===== config.mk =====
export PLATFORM = sky130hd
export DESIGN_NAME = vga_timing_gen
export DESIGN_NICKNAME = d
export VERILOG_FILES = /design/src/rtl/vga_timing_gen.sv
export SDC_FILE = /design/constraint.sdc
export NUM_CORES = 1
export LEC_CHECK = 0
export ABC_AREA = 1
export CAP_MARGIN = 20
export CORE_ASPECT_RATIO = 1.2
export CORE_MARGIN = 2
export CORE_UTILIZATION = 30
export CTS_CLUSTER_DIAMETER = 30
export DETAILED_ROUTE_END_ITERATION = 10
export GPL_TIMING_DRIVEN = 0
export HOLD_SLACK_MARGIN = 0.02
export PLACE_DENSITY_LB_ADDON = 0.12
export REMOVE_ABC_BUFFERS = 1
export SLEW_MARGIN = 20
export SYNTH_ARGS = -nofsm -noshare
export SYNTH_HDL_FRONTEND = slang
export SYNTH_SLANG_ARGS = --single-unit

===== constraint.sdc =====
create_clock -name clk -period 2.2 [get_ports clk]
set_input_delay 0.22 -clock clk [delete_from_list [all_inputs] [get_ports clk]]
set_output_delay 0.22 -clock clk [all_outputs]
set_load 0.02 [all_outputs]

===== src/rtl/vga_timing_gen.sv =====
// VGA raster timing generator: free-running pixel/line counters, delayed sync/blank
// pipeline aligned with the external pixel pipeline, and 3-3-2 to 8-8-8 colour expansion.
module vga_timing_gen #(
    parameter int H_VISIBLE  = 640,
    parameter int H_FRONT    = 16,
    parameter int H_SYNC     = 96,
    parameter int H_BACK     = 48,
    parameter int V_VISIBLE  = 480,
    parameter int V_FRONT    = 10,
    parameter int V_SYNC     = 2,
    parameter int V_BACK     = 33,
    parameter int PIPE_DELAY = 2
) (
    input  logic        clk,
    input  logic        resetN,
    input  logic [7:0]  RGBIn,
    output logic [10:0] pixelX,
    output logic [10:0] pixelY,
    output logic        startOfFrame,
    output logic [7:0]  red,
    output logic [7:0]  green,
    output logic [7:0]  blue,
    output logic        hSync,
    output logic        vSync,
    output logic        blankN
);

    localparam int H_TOTAL = H_VISIBLE + H_FRONT + H_SYNC + H_BACK;
    localparam int V_TOTAL = V_VISIBLE + V_FRONT + V_SYNC + V_BACK;

    localparam logic [10:0] H_LAST     = 11'(H_TOTAL - 1);
    localparam logic [10:0] V_LAST     = 11'(V_TOTAL - 1);
    localparam logic [10:0] H_VIS      = 11'(H_VISIBLE);
    localparam logic [10:0] V_VIS      = 11'(V_VISIBLE);
    localparam logic [10:0] HS_FIRST   = 11'(H_VISIBLE + H_FRONT);
    localparam logic [10:0] HS_LAST    = 11'(H_VISIBLE + H_FRONT + H_SYNC - 1);
    localparam logic [10:0] VS_FIRST   = 11'(V_VISIBLE + V_FRONT);
    localparam logic [10:0] VS_LAST    = 11'(V_VISIBLE + V_FRONT + V_SYNC - 1);

    logic [10:0] hCount_q, hCount_d;
    logic [10:0] vCount_q, vCount_d;

    logic hSyncRaw, vSyncRaw, blankNRaw;

    logic [PIPE_DELAY-1:0] hsPipe_q;
    logic [PIPE_DELAY-1:0] vsPipe_q;
    logic [PIPE_DELAY-1:0] blPipe_q;

    logic       hSync_q, vSync_q, blankN_q;
    logic [7:0] red_q, green_q, blue_q;

    // The line counter only advances on the clock where the pixel counter wraps.
    always_comb begin
        hCount_d = hCount_q + 11'd1;
        vCount_d = vCount_q;
        if (hCount_q == H_LAST) begin
            hCount_d = '0;
            vCount_d = (vCount_q == V_LAST) ? 11'd0 : vCount_q + 11'd1;
        end
    end

    always_ff @(posedge clk or negedge resetN) begin
        if (!resetN) begin
            hCount_q <= '0;
            vCount_q <= '0;
        end else begin
            hCount_q <= hCount_d;
            vCount_q <= vCount_d;
        end
    end

    always_comb begin
        hSyncRaw  = !((hCount_q >= HS_FIRST) && (hCount_q <= HS_LAST));
        vSyncRaw  = !((vCount_q >= VS_FIRST) && (vCount_q <= VS_LAST));
        blankNRaw = (hCount_q < H_VIS) && (vCount_q < V_VIS);
    end

    // Sync/blank travel alongside the external pixel pipeline so they meet RGBIn in step.
    always_ff @(posedge clk or negedge resetN) begin
        if (!resetN) begin
            hsPipe_q <= '1;
            vsPipe_q <= '1;
            blPipe_q <= '0;
        end else begin
            hsPipe_q[0] <= hSyncRaw;
            vsPipe_q[0] <= vSyncRaw;
            blPipe_q[0] <= blankNRaw;
            for (int i = 1; i < PIPE_DELAY; i++) begin
                hsPipe_q[i] <= hsPipe_q[i-1];
                vsPipe_q[i] <= vsPipe_q[i-1];
                blPipe_q[i] <= blPipe_q[i-1];
            end
        end
    end

    // Colour is only looked at while blank is inactive, so an undriven RGBIn in blanking stays out.
    always_ff @(posedge clk or negedge resetN) begin
        if (!resetN) begin
            hSync_q  <= 1'b1;
            vSync_q  <= 1'b1;
            blankN_q <= 1'b0;
            red_q    <= '0;
            green_q  <= '0;
            blue_q   <= '0;
        end else begin
            hSync_q  <= hsPipe_q[PIPE_DELAY-1];
            vSync_q  <= vsPipe_q[PIPE_DELAY-1];
            blankN_q <= blPipe_q[PIPE_DELAY-1];
            if (blPipe_q[PIPE_DELAY-1]) begin
                red_q   <= {RGBIn[7:5], RGBIn[7:5], RGBIn[7:6]};
                green_q <= {RGBIn[4:2], RGBIn[4:2], RGBIn[4:3]};
                blue_q  <= {RGBIn[1:0], RGBIn[1:0], RGBIn[1:0], RGBIn[1:0]};
            end else begin
                red_q   <= '0;
                green_q <= '0;
                blue_q  <= '0;
            end
        end
    end

    assign pixelX = hCount_q;
    assign pixelY = vCount_q;

    // Gated by reset so the held-at-origin counters do not announce a frame during reset.
    assign startOfFrame = resetN && (hCount_q == '0) && (vCount_q == '0);

    assign hSync  = hSync_q;
    assign vSync  = vSync_q;
    assign blankN = blankN_q;
    assign red    = red_q;
    assign green  = green_q;
    assign blue   = blue_q;

endmodule


After elaboration in Yosys (flattened, before gate mapping)
Index checks and enable logic that the tools add are counted.
Widths: inputs -> output; s select.
{"block": "op_classes", "n_addsub": 2, "order_cmp": 6, "eq_ne": 2, "muxes": 5, "reduce_logical": 9}
{"operator": "$mux 8", "count": 3}
{"operator": "$add 11x1->11 const B", "count": 2}
{"operator": "$eq 11x10->1 const B", "count": 2}
{"operator": "$logic_not 11->1", "count": 2}
{"operator": "$mux 11", "count": 2}
{"operator": "$ge 11x10->1 const B", "count": 1}
{"operator": "$ge 11x9->1 const B", "count": 1}
{"operator": "$le 11x10->1 const B", "count": 1}
{"operator": "$le 11x9->1 const B", "count": 1}
{"operator": "$lt 11x10->1 const B", "count": 1}
{"operator": "$lt 11x9->1 const B", "count": 1}
{"operator": "$logic_and 1x1->1", "count": 5}
{"operator": "$logic_not 1->1", "count": 2}
{"block": "word_totals", "reg_bits": 55, "out_inout_bits": 50}

Logic depth before layout (Yosys ltp)
Gate-level depths: netlist (run 1).
{"block": "depth", "ltp_word": 3, "mapped_depth": 9, "mapped_depth_nobuf": 9}

Worst setup path before layout (run 1)
OpenSTA, ideal clock, no wires.
{"block": "synth_path", "path_kind": "reg-to-output", "startpoint": "reg vCount_q[0] (netlist: pixelY[0])", "endpoint": "out startOfFrame", "t_arrival_ps": 1442, "required_ps": 1980, "slack_ps": 538, "stages_incl_launch_ff": 6, "path_buffers": 0, "cell_sequence": "dfrtp_1 inv_1 ha_1 nand4_1 or3_1 nor2_1"}
{"block": "synth_via", "elab_chain_len": 2}
{"element": "start, declared", "line": "41", "rtl": "logic [10:0] vCount_q, vCount_d;"}
{"element": "start signal, assigned", "line": "68", "rtl": "vCount_q <= vCount_d;"}
{"element": "$logic_not 11->1", "line": "125", "rtl": "assign startOfFrame = resetN && (hCount_q == '0) && (vCount_q == '0);"}
{"element": "$logic_and 1x1->1", "line": "125"}
{"element": "end, declared", "line": "19", "rtl": "output logic startOfFrame,"}
No other way between the ends.

Worst setup path in the final report (run 1)
Ends and elaborated chain as after synthesis.

==> impl_metrics.py, run 1 <==
metrics = {
    "timing": {
        "clock-skew-final_ns": 0.00481,
        "hold_viol_final": 0,
        "maxSlewViolCount": 0,
        "hold_ws_ns": 0.353,
        "post-route-min-period_ns": 2.01,
        "tns_ns": 0,
        "relSlewSlack_pct": 39.9,
        "tightest_slew_ns": 0.899,
        "fmax_mhz": 497,
        "fin_ws_ns": 0.187,
        "final.period_utilization_pct": 91.5,
        "rsz0062_at_grt": "false",
        "setup_violations": 0,
    },
    "synthesis": {
        "yosys.area.top_type": "dfrtp_1",
        "synthCells": 251,
        "synth_area_per_cell_um2": 8.14,
        "seq_area_frac_synth_pct": 48.1,
        "syn_area_mm2": 0.00204,
        "yosys-top-cells-area": "dfrtp_1 40%, nand2_1 11%, dfstp_2 7.7%",
        "synth_top_area_share_pct": 40.4,
        "synth_warnings": 0,
        "yosys_register_bits": 39,
        "synth.distinct_cells": 25,
    },
    "final_layout": {
        "nets": 317,
        "finalInstanceArea_mm2": 0.00273,
        "fillerInstances": 666,
        "diodes": 0,
        "area_growth_pct": 33.6,
        "final_core_util_pct": 41.8,
        "drive_gt1_share_pct": 8.28,
    },
    "placed_design": {
        "place_hpwl_mm": 3.41,
        "dpl_worst_slack_ns": -0.0480,
        "portBuffers": 59,
        "gp_congestion": 0.826,
        "placed_area_mm2": 0.00262,
    },
    "job": {
        "drv_cap": 0,
    },
    "routing": {
        "wl_met2_mm": 2.19,
        "drcViolationCount": 0,
        "num_vias": 1694,
        "drt_pass1_iterations": 4,
        "ant_nets": 0,
        "viasPerCell": 4.38,
        "wl_per_cell_um": 11.8,
        "routed_wirelength_mm": 4.57,
        "wl_met1_mm": 2.07,
        "drt_iter0_markers": 64,
        "wl_met3_um": 243,
        "top_layer_used": "met4",
    },
    "cts": {
        "cts.path.max_buffers": 2,
        "clock-sinks": 39,
        "cts_made_buffers": 5,
        "worstSkewPairLatency_ns": 0.29,
        "cts_tree": "yes",
        "cts_max_level": 2,
        "cts_root_buffer": "clkbuf_8",
        "clk_pin_slew_ns": 0.08,
    },
    "setup_path": {
        "path_depth": 6,
        "required_ns": 1.98,
        "worstSetupPathType": "flop to output port",
        "rr_worst_depth": 7,
        "crit_fanout": 7,
        "worstPathArrival_ns": 1.79,
        "path_cells": "inv_1, ha_1, nand4_1, or3_1, nor2_1, clkbuf_2",
        "crit_slowest_cell": "dfrtp_1",
        "crit_path_start_kind": "flop",
        "cp_num_buf_inv": 2,
        "critPathCaptureType": "output port",
        "crit_family": "simple AND/OR/NAND/NOR gates",
        "slowest_delay_ns": 0.46,
    },
    "power": {
        "power_density_mw_per_mm2": 490,
        "p_seq_share_pct": 54.6,
        "p_int_w": 0.00103,
        "peakVddDrop_uv": 235,
        "p_leak_nw": 1.31,
        "clockPowerShare_pct": 36.6,
        "power_switching_w": 0.000306,
        "comb_power_share_pct": 8.8,
        "p_sw_share_pct": 22.9,
    },
    "global_routing": {
        "antenna_found_initial": 0,
        "grtUsageTotal_pct": 13.3,
        "gr-total-overflow": 0,
        "grt_max_degree": 21,
        "grt_pass1_vias": 1632,
        "grt_pass1_wl_mm": 7.75,
    },
    "die": {
        "die_area_mm2": 0.00749,
        "coreArea_mm2": 0.00653,
        "die_height_um": 94.4,
        "initial_core_util_pct": 31.3,
        "ios": 60,
        "rows": 32,
        "fp.dieW_um": 79.3,
    },
    "outcome": {
        "status": "completed",
    },
    "min_path": {
        "worstHoldPathCells": 0,
        "hold_path.class": "flop to flop",
    },
}
[routing by layer]
metal	track usage (%)	up-vias
met2	23.2	58
met3	3.06	5
li1	-	866
met1	16.0	765
met5	0	-
met4	4.74	0
[sequential cells by signal (all words and copies together), names as in the netlist]
register  count
blPipe_q      2
blankN        1
blue          2
green         3
hSync         1
hsPipe_q      2
pixelX       11
pixelY       11
red           3
vSync         1
vsPipe_q      2
[path summary, 6_finish.rpt]
kind | startpoint | to | slack [ns]
worst max-delay path | pixelY[0] | startOfFrame | 0.19
worst min-delay path | blPipe_q[0] | blPipe_q[1] | 0.35
worst max register to register | pixelX[0] | pixelY[8] | 0.56
worst min register to register | blPipe_q[0] | blPipe_q[1] | 0.35
max in group asynchronous | resetN | blue[5] | 0.30
min in group asynchronous | resetN | hsPipe_q[1] | 0.47
[cells in the mapped netlist (all sizes together)]
cell type  instances
dfstp              6
dfrtp             33
xor2               4
nor3               6
nand2             61
buf               17
a31oi              1
ha                 5
clkbuf             2
a21oi              4
nor2              23
inv               44
o21ai              9
or3                1
nor4               1
nand4              9
nor3b              1
nand3b             2
nand3             22
[through the flow]
stage               power, W  std cells
detailed placement  0.000858        377
CTS                  0.00137        387
floorplan           0.000779        232
finish               0.00134        387
global route         0.00140        387
global placement    0.000854        376
[repair_timing]
action                     CTS  global route
resized for setup            1             2
buffers inserted             0             0
hold endpoints to repair    13             0
hold buffers                 3             0
setup endpoints to repair    1             1
[cell usage in the layout (no fill, tap or decap), drive strengths merged]
| cell type | netlist | routed |
|---|---|---|
| nand2 | 61 | 61 |
| clkdlybuf4s50 | 0 | 57 |
| inv | 44 | 44 |
| dfrtp | 33 | 33 |
| nor2 | 23 | 23 |
| nand3 | 22 | 22 |
| o21ai | 9 | 9 |
| nand4 | 9 | 9 |
| clkbuf | 2 | 7 |
| dfstp | 6 | 6 |
| nor3 | 6 | 6 |
| ha | 5 | 5 |
| xor2 | 4 | 4 |
| a21oi | 4 | 4 |
| dlygate4sd3 | 0 | 3 |
| nand3b | 2 | 2 |
| buf | 17 | 2 |
| a31oi | 1 | 1 |
| nor4 | 1 | 1 |
| nor3b | 1 | 1 |
| or3 | 1 | 1 |
| clkinv | 0 | 1 |
[power by group through the flow]
| stage | clock network, W | logic [W] | registers, W |
|---|---|---|---|
| 3_5_place_dp | 0 | 0.000115 | 0.000743 |
| 6_report | 0.000489 | 0.000118 | 0.000729 |
| 4_1_cts | 0.000519 | 0.000121 | 0.000729 |
| 5_1_grt | 0.000542 | 0.000128 | 0.000730 |
| 3_3_place_gp | 0 | 0.000111 | 0.000743 |
| 2_1_floorplan | 0 | 0.00000582 | 0.000773 |
[kinds of logic after synthesis]
kind of cell | Yosys count | synth area share [%]
xor+xnor | 4 | 1.71
buf+inv | 63 | 14.9
fa+ha+maj | 5 | 3.06
flops | 39 | 48.1
simple gates | 126 | 28.7
compound gates | 14 | 3.49
[area by class of cell]
| cell class | instances | area [µm²] | area share, % |
|---|---|---|---|
| inverter | 44 | 165 | 6.05 |
| sequential | 39 | 983 | 36.0 |
| timing repair buffer | 63 | 631 | 23.1 |
| multi-input combinational | 149 | 756 | 27.7 |
| clock inverter | 1 | 5.00 | 0.183 |
| clock buffer | 6 | 82.6 | 3.03 |
| tap | 85 | 106 | 3.90 |
Power figures use the tool's default switching activity.
==> run 2: changes to the inputs <==
==> constraint.sdc (replaced) <==
create_clock -name clk -period 1.6 [get_ports clk]
set_input_delay 0.16 -clock clk [delete_from_list [all_inputs] [get_ports clk]]
set_output_delay 0.16 -clock clk [all_outputs]
set_load 0.02 [all_outputs]
==> impl_metrics.py, run 2 (synthesis gave the netlist of run 1 again) <==
metrics = {
    "final_layout": {
        "final_common_cell": "nand2_1",
        "nets": 328,
        "mostFrequentLayoutCells": "58 x nand2_1, 47 x clkdlybuf4s50_1, 39 x inv_1",
        "drive_gt1_share_pct": 17.9,
        "diodes": 0,
        "final_core_util_pct": 44.7,
        "fillerInstances": 664,
        "area_growth_pct": 42.9,
    },
    "cts": {
        "worstSkewPairLatency_ns": 0.29,
        "cts_root_buffer": "clkbuf_8",
        "clock-sinks": 39,
        "cts.path.max_buffers": 2,
        "cts_max_level": 2,
        "cts_tree": "yes",
        "cts_made_buffers": 5,
        "clk_pin_slew_ns": 0.08,
    },
    "global_routing": {
        "grt_pass1_wl_mm": 8.11,
        "gr-total-overflow": 0,
        "grt_pass1_vias": 1687,
        "antenna_found_initial": 0,
        "grt_max_degree": 21,
        "grtUsageTotal_pct": 13.9,
    },
    "setup_path": {
        "worstSetupPathType": "flop to output port",
        "worstPathArrival_ns": 1.57,
        "required_ns": 1.44,
        "crit_path_start_kind": "flop",
        "crit_fanout": 2,
        "rr_worst_depth": 7,
        "critPathCaptureType": "output port",
    },
    "die": {
        "fp.dieW_um": 79.3,
        "die_height_um": 94.4,
        "coreArea_mm2": 0.00653,
        "die_area_mm2": 0.00749,
        "ios": 60,
        "initial_core_util_pct": 31.3,
        "rows": 32,
    },
    "power": {
        "power_switching_w": 0.000422,
        "peakVddDrop_uv": 325,
        "p_sw_share_pct": 22.9,
        "p_leak_nw": 1.48,
        "p_seq_share_pct": 54.5,
        "p_int_w": 0.00142,
        "comb_power_share_pct": 8.9,
        "power_density_mw_per_mm2": 630,
        "clockPowerShare_pct": 36.6,
    },
    "routing": {
        "ant_nets": 0,
        "wl_per_cell_um": 12.1,
        "drt_iter0_markers": 57,
        "routed_wirelength_mm": 4.81,
        "num_vias": 1771,
        "drt_pass1_iterations": 5,
        "viasPerCell": 4.45,
        "drcViolationCount": 0,
    },
    "timing": {
        "fmax_mhz": 579,
        "rsz0062_at_grt": "true",
        "tightest_slew_ns": 0.903,
        "relSlewSlack_pct": 39.6,
        "hold_viol_final": 0,
        "setup_violations": 1,
        "hold_ws_ns": 0.353,
        "clock-skew-final_ns": 0.00560,
        "final.period_utilization_pct": 108,
        "maxSlewViolCount": 0,
        "fin_ws_ns": -0.126,
        "post-route-min-period_ns": 1.73,
    },
    "placed_design": {
        "place_hpwl_mm": 3.41,
        "gp_congestion": 0.826,
        "portBuffers": 59,
    },
    "outcome": {
        "violations": "negative setup slack",
        "status": "finished with violations",
    },
    "min_path": {
        "hold_path.class": "flop to flop",
        "worstHoldPathCells": 0,
    },
    "job": {
        "drv_cap": 0,
    },
}
run 2: cell count changes in the layout (fill, tap and decap cells not counted), moves of 4 or more:
cell | previous run | this run
clkdlybuf4s50_1 | 57 | 47
buf_4 | 0 | 9
dlymetal6s2s_1 | 0 | 8
dfrtp_1 | 33 | 27
dfrtp_2 | 0 | 6
nor2_1 | 21 | 17
run 2: final timing paths:
kind	from	end	slack (ns)
setup / recovery	pixelY[0]	startOfFrame	-0.13
hold / removal	blPipe_q[0]	blPipe_q[1]	0.35
max in group asynchronous	resetN	pixelX[0]	0.30
setup reg to reg	pixelY[1]	pixelY[4]	0.14
min in group asynchronous	resetN	hSync	0.47
hold reg to reg	blPipe_q[0]	blPipe_q[1]	0.35
run 2: metrics by stage:
step | cells | setup WS [ns] | setup TNS [ns] | power, W | area (µm²)
2_1_floorplan | 232 | -0.00184 | -0.00184 | 0.00107 | 1900
3_3_place_gp | 376 | -1.85 | -26.35 | 0.00117 | 2600
3_5_place_dp | 377 | -0.528 | -0.926 | 0.00118 | 2620
4_1_cts | 396 | -0.165 | -0.165 | 0.00188 | 2850
5_1_grt | 398 | -0.254 | -0.254 | 0.00193 | 2920
6_report | 398 | -0.126 | -0.126 | 0.00184 | 2920
run 2: layer usage:
metal	GRT usage, %	share of wire [%]
met1	16.6	43
met2	24.6	50
met3	3.15	5.3
met4	4.74	1.5
met5	0	0
run 2: cell type report:
| class | instances | area [µm²] | share of cell area [%] |
|---|---|---|---|
| Clock buffer | 6 | 82.6 | 2.83 |
| Inverter | 44 | 165 | 5.66 |
| Clock inverter | 1 | 5.00 | 0.171 |
| Sequential cell | 39 | 991 | 33.9 |
| Tap cell | 85 | 106 | 3.64 |
| Multi-Input combinational cell | 149 | 818 | 28.0 |
| Timing Repair Buffer | 74 | 752 | 25.7 |
run 2: worst max-delay path, stage by stage (launching register included):
cell     delay (ns)
dfrtp_2        0.42
inv_2          0.08
ha_4           0.13
nand4_1        0.08
or3_1          0.32
nor2_2         0.12
buf_6          0.13
run 2: timing repair:
item / in CTS / in global routing
gates resized for setup: 20 / 20
hold buffers: 4 / 0
pin swaps: 5 / 3
setup endpoints to repair: 12 / 21
setup buffers: 8 / 2
hold endpoints to repair: 13 / 0
run 2: power by group through the flow:
stage,logic (W),registers [W],clock network (W)
final,0.000165,0.00100,0.000673
after global routing,0.000178,0.00100,0.000745
after CTS,0.000169,0.00100,0.000714
after detailed placement,0.000158,0.00102,0
after global placement,0.000153,0.00102,0
after floorplan,0.00000801,0.00106,0
